`config.mk`:
```
export PLATFORM = sky130hd
export DESIGN_NAME = lvdc_din_loader
export DESIGN_NICKNAME = d
export VERILOG_FILES = /design/src/rtl/lvdc_din_loader.sv
export SDC_FILE = /design/constraint.sdc
export NUM_CORES = 1
export LEC_CHECK = 0
export ABC_AREA = 1
export BUFFER_PORTS_ARGS = -buffer_cell sky130_fd_sc_hd__clkbuf_2
export CAP_MARGIN = 20
export CORE_MARGIN = 2
export CORE_UTILIZATION = 55
export DETAILED_ROUTE_END_ITERATION = 8
export PLACE_DENSITY = 0.74
export SLEW_MARGIN = 20
export SYNTH_ARGS = -nofsm -noshare
export SYNTH_HDL_FRONTEND = slang
export SYNTH_SLANG_ARGS = --single-unit
```
`constraint.sdc`:
```
create_clock -name CLK -period 2.01 [get_ports CLK]
set_input_delay 0.402 -clock CLK [delete_from_list [all_inputs] [get_ports CLK]]
set_output_delay 0.402 -clock CLK [all_outputs]
set_load 0.05 [all_outputs]
```
`src/rtl/lvdc_din_loader.sv`:
```
// rtl/lvdc_din_loader.sv - serial load sequencer driving LVDC HALTV/DATAV/DIN/INTCV
//
// Accepts WORD_W-bit words over a valid/ready handshake, holds the computer
// halted, shifts each word MSB-first onto DIN framed by DATAV and pulses
// INTCV once per completed word. Halt is released after the final word.
//
// Optional feature macro: LVDC_LOADER_PARITY_EN appends one odd-parity bit
// (XNOR-reduce of the word) after the data bits.
//
// Ports:
//   CLK        system clock, rising edge
//   CSTN       asynchronous active-low reset
//   run_req    level, request run (HALTV=0) when no load is active
//   word_valid / word_data / word_last / word_ready   word handshake
//   load_busy  load in progress, first accept through DONE
//   HALTV      halt to LVDC, 1 = halted
//   DATAV      data-valid frame to LVDC
//   DIN        serial data to LVDC
//   INTCV      one-cycle word-complete interrupt
module lvdc_din_loader #(
    parameter int WORD_W     = 26,
    parameter int BIT_DIV    = 4,
    parameter int GAP_CYC    = 2,
    parameter int HALT_SETUP = 8
) (
    input  logic              CLK,
    input  logic              CSTN,
    input  logic              run_req,
    input  logic              word_valid,
    input  logic [WORD_W-1:0] word_data,
    input  logic              word_last,
    output logic              word_ready,
    output logic              load_busy,
    output logic              HALTV,
    output logic              DATAV,
    output logic              DIN,
    output logic              INTCV
);

`ifdef LVDC_LOADER_PARITY_EN
    localparam int NB = WORD_W + 1;
`else
    localparam int NB = WORD_W;
`endif
    localparam int BW = $clog2(NB + 1);
    localparam int CW = 16;

    typedef enum logic [2:0] {IDLE, HSETUP, SHIFT, GAP, DONE} state_t;

    state_t          state_q, state_d;
    logic [NB-1:0]   shreg_q, shreg_d;
    logic            last_q, last_d;
    logic            active_q, active_d;
    logic [CW-1:0]   div_q, div_d;
    logic [BW-1:0]   bit_q, bit_d;
    logic [CW-1:0]   cnt_q, cnt_d;
    logic            haltv_q, haltv_d;
    logic            datav_q, datav_d;
    logic            din_q, din_d;
    logic            intcv_q, intcv_d;
    logic            ready_q, ready_d;
    logic            busy_q, busy_d;

    always_comb begin
        state_d  = state_q;
        shreg_d  = shreg_q;
        last_d   = last_q;
        active_d = active_q;
        div_d    = div_q;
        bit_d    = bit_q;
        cnt_d    = cnt_q;
        haltv_d  = haltv_q;
        datav_d  = datav_q;
        din_d    = din_q;
        intcv_d  = 1'b0;

        case (state_q)
            IDLE: begin
                // ready_q gates IDLE behaviour so the first cycle after
                // reset only raises word_ready and leaves HALTV high.
                if (ready_q && word_valid) begin
`ifdef LVDC_LOADER_PARITY_EN
                    shreg_d = {word_data, ~^word_data};
`else
                    shreg_d = word_data;
`endif
                    last_d   = word_last;
                    active_d = 1'b1;
                    div_d    = '0;
                    bit_d    = '0;
                    cnt_d    = '0;
                    if (haltv_q) begin
                        state_d = SHIFT;
                        datav_d = 1'b1;
                        din_d   = word_data[WORD_W-1];
                    end else begin
                        haltv_d = 1'b1;
                        state_d = HSETUP;
                    end
                end else if (ready_q) begin
                    haltv_d = active_q | ~run_req;
                end
            end
            HSETUP: begin
                if (cnt_q == CW'(HALT_SETUP - 1)) begin
                    cnt_d   = '0;
                    state_d = SHIFT;
                    datav_d = 1'b1;
                    din_d   = shreg_q[NB-1];
                end else begin
                    cnt_d = cnt_q + 1'b1;
                end
            end
            SHIFT: begin
                if (div_q == CW'(BIT_DIV - 1)) begin
                    div_d = '0;
                    if (bit_q == BW'(NB - 1)) begin
                        state_d = GAP;
                        datav_d = 1'b0;
                        din_d   = 1'b0;
                        intcv_d = 1'b1;
                        cnt_d   = '0;
                    end else begin
                        bit_d   = bit_q + 1'b1;
                        shreg_d = shreg_q << 1;
                        din_d   = shreg_q[NB-2];
                    end
                end else begin
                    div_d = div_q + 1'b1;
                end
            end
            GAP: begin
                if (cnt_q == CW'(GAP_CYC - 1)) begin
                    cnt_d   = '0;
                    state_d = last_q ? DONE : IDLE;
                end else begin
                    cnt_d = cnt_q + 1'b1;
                end
            end
            DONE: begin
                active_d = 1'b0;
                state_d  = IDLE;
            end
            default: state_d = IDLE;
        endcase

        ready_d = (state_d == IDLE);
        busy_d  = active_d;
    end

    always_ff @(posedge CLK or negedge CSTN) begin
        if (!CSTN) begin
            state_q  <= IDLE;
            shreg_q  <= '0;
            last_q   <= 1'b0;
            active_q <= 1'b0;
            div_q    <= '0;
            bit_q    <= '0;
            cnt_q    <= '0;
            haltv_q  <= 1'b1;
            datav_q  <= 1'b0;
            din_q    <= 1'b0;
            intcv_q  <= 1'b0;
            ready_q  <= 1'b0;
            busy_q   <= 1'b0;
        end else begin
            state_q  <= state_d;
            shreg_q  <= shreg_d;
            last_q   <= last_d;
            active_q <= active_d;
            div_q    <= div_d;
            bit_q    <= bit_d;
            cnt_q    <= cnt_d;
            haltv_q  <= haltv_d;
            datav_q  <= datav_d;
            din_q    <= din_d;
            intcv_q  <= intcv_d;
            ready_q  <= ready_d;
            busy_q   <= busy_d;
        end
    end

    assign word_ready = ready_q;
    assign load_busy  = busy_q;
    assign HALTV      = haltv_q;
    assign DATAV      = datav_q;
    assign DIN        = din_q;
    assign INTCV      = intcv_q;

endmodule
```
==> Word-level counts from Yosys, hierarchy flattened <==
Index checks and enable logic that the tools add are counted.
{ "word_totals": {"register_bits": 73, "output_inout_bits": 6, "in_bits": 31, "word_cells": 90} }
{ "op_classes": {"n_addsub": 3, "eq_ne": 14, "bitwise": 2, "n_reduce_logical": 16, "muxes": 43} }
{ "ops": {"columns": ["op", "n"], "rows": [
  ["two-way mux 16 bit", 6],
  ["two-way mux 26 bit", 3],
  ["one-hot mux 16 bit (4 select lines)", 1],
  ["one-hot mux 26 bit (2 select lines)", 1],
  ["adder 16 x 1 -> 16 bit, second input constant", 2],
  ["one-hot mux 16 bit (2 select lines)", 1],
  ["two-way mux 3 bit", 6],
  ["== test 16 x 1 -> 1 bit, second input constant", 1],
  ["== test 16 x 2 -> 1 bit, second input constant", 1],
  ["== test 16 x 3 -> 1 bit, second input constant", 1],
  ["two-way mux 1 bit", 16],
  ["two-way mux 5 bit", 3],
  ["inequality test 2 bit, second input constant", 6],
  ["one-hot mux 3 bit (4 select lines)", 1],
  ["one-hot mux 5 bit (2 select lines)", 1],
  ["AND reduction 2 bit", 4],
  ["AND reduction 4 bit", 2],
  ["== test 3 x 2 -> 1 bit, second input constant", 2],
  ["zero test 3 bit", 2],
  ["one-hot mux 1 bit (3 select lines)", 2],
  ["AND reduction 6 bit", 1],
  ["nonzero test 2 bit", 3],
  ["adder 5 x 1 -> 5 bit, second input constant", 1],
  ["== test 5 bit, second input constant", 1],
  ["10 further kinds", 10]
]} }

==> Longest topological paths before layout <==
Gate-level depths: netlist of run 1.
{ "depth": {"ltp_word": 5, "mapped_depth": 11, "mapped_depth_nobuf": 11} }

==> Worst setup path after synthesis of run 1 <==
No wires, ideal clock.
{ "synth_timing": {"path_kind": "reg2reg", "startpoint": "reg ready_q (netlist: word_ready)", "endpoint": "reg cnt_q[6]", "synth_period_minus_slack_ns": 1.665, "arrival_ns": 1.540, "slack_ns": 0.345, "setup_ns": 0.125, "required_time_ns": 1.885, "path_stages_with_launch": 9, "path_buffers": 1, "path_cell_list": "dfrtp_1 nand2_1 inv_1 nor2_2 a21oi_4 nand2_2 buf_6 nand2_1 nand2_1"} }
{ "synth_via": {"elab_chain_len": 3} }
{ "synth_rtl": {"columns": ["element", "line", "text"], "rows": [
  ["from (decl)", "61", "logic ready_q, ready_d;"],
  ["from (signal assigned)", "178", "ready_q <= ready_d;"],
  ["logical AND 1 bit", "81", "if (ready_q && word_valid) begin"],
  ["inequality test 2 bit (no source line)", null, null],
  ["AND reduction 4 bit (no source line)", null, null],
  ["to (signal assigned)", "173", "cnt_q <= cnt_d;"],
  ["to (decl)", "56", "logic [CW-1:0] cnt_q, cnt_d;"]
]} }
No other way between the ends.
A chain may end at the register's enable or synchronous reset.

==> Worst setup path after layout of run 1 <==
{ "layout_timing": {"startpoint": "reg bit_q[1]", "endpoint": "reg shreg_q[19]"} }
{ "layout_via": {"elab_chain_len": 3} }
{ "layout_rtl": {"columns": ["element", "line", "text"], "rows": [
  ["from (decl)", "55", "logic [BW-1:0] bit_q, bit_d;"],
  ["from (signal assigned)", "172", "bit_q <= bit_d;"],
  ["== test 5 bit", "117", "if (bit_q == BW'(NB - 1)) begin"],
  ["inequality test 2 bit (no source line)", null, null],
  ["AND reduction 4 bit (no source line)", null, null],
  ["to (signal assigned)", "168", "shreg_q <= shreg_d;"],
  ["to (decl)", "51", "logic [NB-1:0] shreg_q, shreg_d;"]
]} }
No other way between the ends.

==> results of run 1 <==
-- kinds of logic after synthesis --
logic type | after synthesis | share of synthesized area, %
muxes | 24 | 5.626
buffers and inverters | 68 | 7.501
and+or+nand+nor | 273 | 27.01
DFF | 73 | 42.81
AOI/OAI and AO/OA | 80 | 13.33
adders and majority gates | 5 | 1.465
xor gates and xnor gates | 11 | 2.256
-- power by group through the flow --
stage          registers [mW]  clock network [mW]  logic [mW]
2_1_floorplan            2.49                   0        2.77
3_3_place_gp             2.41                   0        3.35
3_5_place_dp             2.43                   0        3.45
4_1_cts                  2.41                1.13        3.45
5_1_grt                  2.49                1.19        3.86
6_report                 2.42                1.10        3.42
-- repair_timing --
item / CTS / global route
hold buffers: 1 / 0
endpoints found under the hold margin: 21 / 0
setup buffers: 0 / 0
setup endpoints to repair: 0 / 0
-- layout make-up --
cell class / count / area [um^2] / area share [%]
clock inverter: 6 / 50.05 / 1.052
tap: 102 / 127.6 / 2.683
inverter: 53 / 198.9 / 4.182
sequential: 73 / 1828 / 38.43
clock buffer: 10 / 137.6 / 2.893
multi-input combinational: 393 / 2122 / 44.61
timing repair buffer: 47 / 292.8 / 6.155
-- placed cells by master (no fill, tap or decap), types with 6 or more instances in the layout --
cell type | synthesis | layout
o211ai_1 | 8 | 8
o21ai_2 | 29 | 29
nand2_1 | 148 | 148
inv_1 | 51 | 51
nor3_1 | 10 | 10
clkbuf_2 | 0 | 35
or2_2 | 6 | 6
buf_4 | 0 | 9
o21ai_0 | 24 | 24
xor2_1 | 11 | 11
nor2_1 | 54 | 54
nand4_1 | 8 | 8
clkbuf_8 | 0 | 10
dfrtp_1 | 72 | 72
nand3_1 | 36 | 36
mux2i_1 | 24 | 24
-- layer usage --
layer | track usage (%) | wire length [um]
met1 | 30.43 | 4202
met2 | 36.46 | 4016
met3 | 5.423 | 420
met4 | 9.204 | 165
met5 | 0 | 0
-- how the worst max path moves through the flow --
stage / end / depth (start not counted)
CTS: shreg_q[19] / 9
global route: cnt_q[1] / 8
floorplan: cnt_q[6] / 8
detailed placement: cnt_q[1] / 8
finish: shreg_q[19] / 9
global placement: shreg_q[23] / 9
-- registers in the layout (all words and copies together) (netlist names), 3 cells and up --
name and cells:
div_q 16, shreg_q 26, bit_q 5, cnt_q 16, state_q 3
-- worst min-delay path: stages --
cell      delay [ns]
clkbuf_2        0.08
nand2_1         0.04
nand2_1         0.05
-- metrics by stage --
stage / utilization [%] / power, mW
after floorplan: - / 5.261
after global placement: 59.93 / 5.759
after detailed placement: 59.93 / 5.879
after CTS: 62.53 / 6.995
after global routing: 62.53 / 7.541
final: 62.53 / 6.934
==> results.toml, run 1 <==
[route]
wl_per_cell_um = 12.87
vias_per_cell = 5.269
drtAntennaViolNets = 0
wl_mm = 8.805
num_vias = 3604
drc_errors = 0
dr.pass1.iters = 4
drt-initial-drc-count = 201

[synthesis]
synth_area_leaders = "dfrtp_1, nand2_1, o21ai_2"
synth_top_area_share_pct = 42.19
ys_seq_elements = 73
yosysMostFrequentCell = "nand2_1"
yosys-top-cells-count = "nand2_1, dfrtp_1, nor2_1"
yosys_warnings = 0
synthArstFlopShare_pct = 100.0
yosysSeqAreaShare_pct = 42.81
ys_types = 34
syn-cell-area_um2 = 4270
avgSynthCellArea_um2 = 7.997
syn-num-nets = 570
synth_ff_type = "dfrtp_1"
synth_area_leader_cell = "dfrtp_1"
synth_edf_count = 0
synthCells = 534

[power_and_ir_drop]
pwr-share-clk_pct = 15.9
p_seq_share_pct = 34.9
switching_share_pct = 46.45
vdd_drop_max_mv = 1.267
switchingPower_mw = 3.221
intPower_mw = 3.713
p_per_area_nw_per_um2 = 1458
p_leak_nw = 2.384
comb_power_share_pct = 49.3

[timing]
fmax_mhz = 559.1
timing.final.crit_share_pct = 88.99
fin_crit_ns = 1.789
setup_tns_ns = 0
finalHoldViolations = 0
hold_slack_ns = 0.2437
skew_ns = 0.01446
worst_slew_pin_slew_ns = 0.4850
setup_violations = 0
worst_slack_ns = 0.2213
grt_setup_unrepaired = "false"
slew_headroom_pct = 67.49
slew_violations = 0

[grt]
grt_max_degree = 61
grt-ovfl-total = 0
grt_usage_pct = 22.95
grt_pass1_wl_mm = 15.63
grt_pass1_vias = 3526
antenna_found_initial = 0

[layout]
fillers = 673
drive_above_1_share_pct = 18.90
antenna-diode-count = 0
area_delta_synth_final_pct = 11.40
fin_cells = 684
design_area_um2 = 4757
nets = 613

[critical_path]
cpMaxStageDelayCell = "dfrtp_1"
r2r_start = "bit_q[1]"
crit_buf_inv = 2
arrival_ns = 2.08
reg2regPathDepth = 9
cp_max_fo = 60
r2r_slack_ns = 0.22
crit_path_end_kind = "register"
required_ns = 2.30
crit_chain = "inv_1, ha_1, nand4_1, nor2_1, nor2_1, nand2_4, buf_12, nand2_1, o21ai_2"
cp-start-kind = "register"
r2r_end = "shreg_q[19]"
crit_start = "bit_q[1]"
crit_family = "simple AND/OR/NAND/NOR gates"
crit_type = "reg -> reg"
cpPeakStageDelay_ns = 0.42
cp_common_cell = "nor2_1"

[hold_path]
min-delay-start = "word_data[0]"
hold_depth = 3
min_path_type = "in -> reg"
min_to = "shreg_q[0]"

[placement]
io_buffers = 36
dp_cells = 667
place.gp.congestion = 0.8381
hpwl_mm = 6.375
dpl_worst_slack_ns = 0.2391
placed_area_um2 = 4559

[clocking]
clock_path_buffers = 2
cts_resized = 0
clock_sinks = 73
cts_buffers = 9
clk_pin_slew_ns = 0.09
cts_tree = "yes"
worstSkewPairLatency_ns = 0.37
cts_max_level = 3
clockRootBuffer = "clkbuf_8"

[floorplan]
dieArea_um2 = 8485
dieHeight_um = 92.12
rows = 32
ios = 37
start_util_pct = 56.13
core_um2 = 7607
die_w_um = 92.12

[run]
cap_violations = 0

[outcome]
status = "finished clean"
Power figures use the tool's default switching activity.
==> run 2: changes to the inputs <==
- CORE_MARGIN: 2 -> unset
==> results.toml, run 2 (synthesis gave the netlist of run 1 again) <==
[grt]
grt_max_degree = 39
grt_usage_pct = 24.10
grt_pass1_wl_mm = 15.75
grt-ovfl-total = 0
antenna_found_initial = 0
grt_pass1_vias = 3555

[route]
drt-initial-drc-count = 252
num_vias = 3655
wl_per_cell_um = 13.41
drtAntennaViolNets = 0
wl_mm = 9.120
drc_errors = 0
vias_per_cell = 5.375
dr.pass1.iters = 5

[power_and_ir_drop]
p_leak_nw = 2.389
p_per_area_nw_per_um2 = 1482
vdd_drop_max_mv = 1.049

[layout]
drive_above_1_share_pct = 19.10
top_register = "shreg_q"
final_cell_mix = "nand2_1, dfrtp_1, nor2_1"
design_area_um2 = 4760
antenna-diode-count = 0
area_delta_synth_final_pct = 11.46
final_common_cell = "nand2_1"
largest_reg_flops = 26
nets = 612
reg_top3 = "shreg_q (26), cnt_q (16), div_q (16)"

[placement]
placed_area_um2 = 4556
place.gp.congestion = 0.9112
hpwl_mm = 6.690
io_buffers = 36

[clocking]
cts_buffers = 9
clock_path_buffers = 2
clock_sinks = 73
cts_tree = "yes"
cts-hold-fix-buffers = 0
clockRootBuffer = "clkbuf_8"
worstSkewPairLatency_ns = 0.35
clk_pin_slew_ns = 0.08
cts_max_level = 3

[critical_path]
cpMaxStageDelayCell = "dfrtp_1"
arrival_ns = 2.09
cp-start-kind = "register"
cp_max_fo = 30
crit_path_end_kind = "register"
required_ns = 2.25
crit_buf_inv = 2
cpPeakStageDelay_ns = 0.41
crit_chain = "inv_1, ha_1, nand4_1, nor2_2, nor2_1, nand2_8, buf_12, nand2_1, o21ai_2"
crit_type = "reg -> reg"
crit_family = "simple AND/OR/NAND/NOR gates"

[timing]
slew_headroom_pct = 63.93
skew_ns = 0.008695
slew_violations = 0
fmax_mhz = 539.8
worst_slew_pin_slew_ns = 0.5382
grt_setup_unrepaired = "false"
setup_violations = 0
fin_crit_ns = 1.852
setup_tns_ns = 0
finalHoldViolations = 0
timing.final.crit_share_pct = 92.16

[floorplan]
core_um2 = 7370
start_util_pct = 57.95
dieHeight_um = 90.12
rows = 31
ios = 37
dieArea_um2 = 8121
die_w_um = 90.12

[hold_path]
min_path_type = "in -> async"

[run]
cap_violations = 0

[outcome]
status = "finished clean"
==> run 2: final timing paths <==
| kind | endpoint | start | depth (start not counted) | slack, ns |
|---|---|---|---|---|
| worst min-delay path | cnt_q[7] | CSTN | 1 | 0.008 |
| max in group asynchronous | HALTV | CSTN | 2 | 1.36 |
| worst max-delay path | shreg_q[10] | bit_q[1] | 9 | 0.16 |
| worst min register to register | shreg_q[25] | shreg_q[25] | 2 | 0.48 |
| worst max register to register | shreg_q[10] | bit_q[1] | 9 | 0.16 |
| min in group CLK | shreg_q[0] | word_data[0] | 3 | 0.25 |
==> run 2: layer usage <==
layer / part of all wire, % / global-route usage, %
met1: 45 / 31.34
met2: 48 / 39.76
met3: 4.8 / 4.992
met4: 1.7 / 8.871
met5: 0 / 0
==> run 2: stage by stage <==
step | utilization (%) | instances | worst slack, ns | hold slack [ns] | power (mW)
floorplan | - | 534 | 0.3449 | 0.1064 | 5.261
detailed placement | 61.82 | 664 | 0.1101 | 0.4067 | 5.917
finish | 64.58 | 680 | 0.1576 | 0.008373 | 7.053
global route | 64.58 | 680 | 0.001944 | 0.04679 | 7.616
global placement | 61.82 | 664 | 0.1898 | 0.3971 | 5.759
CTS | 64.35 | 680 | 0.07689 | 0.02242 | 7.048
==> run 2: worst register-to-register path, cell delays in order, from the launching register on <==
cell,delay [ns]
dfrtp_1,0.41
inv_1,0.07
ha_1,0.22
nand4_1,0.13
nor2_2,0.07
nor2_1,0.32
nand2_8,0.16
buf_12,0.21
nand2_1,0.10
o21ai_2,0.05
==> run 2: area by class of cell <==
type | instances | area [um^2]
Inverter | 53 | 198.9
Timing Repair Buffer | 46 | 286.5
Clock inverter | 6 | 58.81
Multi-Input combinational cell | 393 | 2136
Sequential cell | 73 | 1828
Tap cell | 99 | 123.9
Fill cell | 633 | 2610
Clock buffer | 10 | 127.6
==> run 2: what timing repair did <==
action / 4_1_cts / 5_1_grt
endpoints found under the setup margin: 0 / 17
resized for setup: 0 / 4
setup buffers: 0 / 0
==> run 2: where the power goes <==
part / leakage [nW] / switching [mW] / total (mW) / internal (mW)
sequential: 0.955 / 0.418 / 2.41 / 1.99
combinational: 1.33 / 2.26 / 3.52 / 1.26
clock: 0.0998 / 0.559 / 1.13 / 0.567
total: 2.39 / 3.23 / 7.05 / 3.82
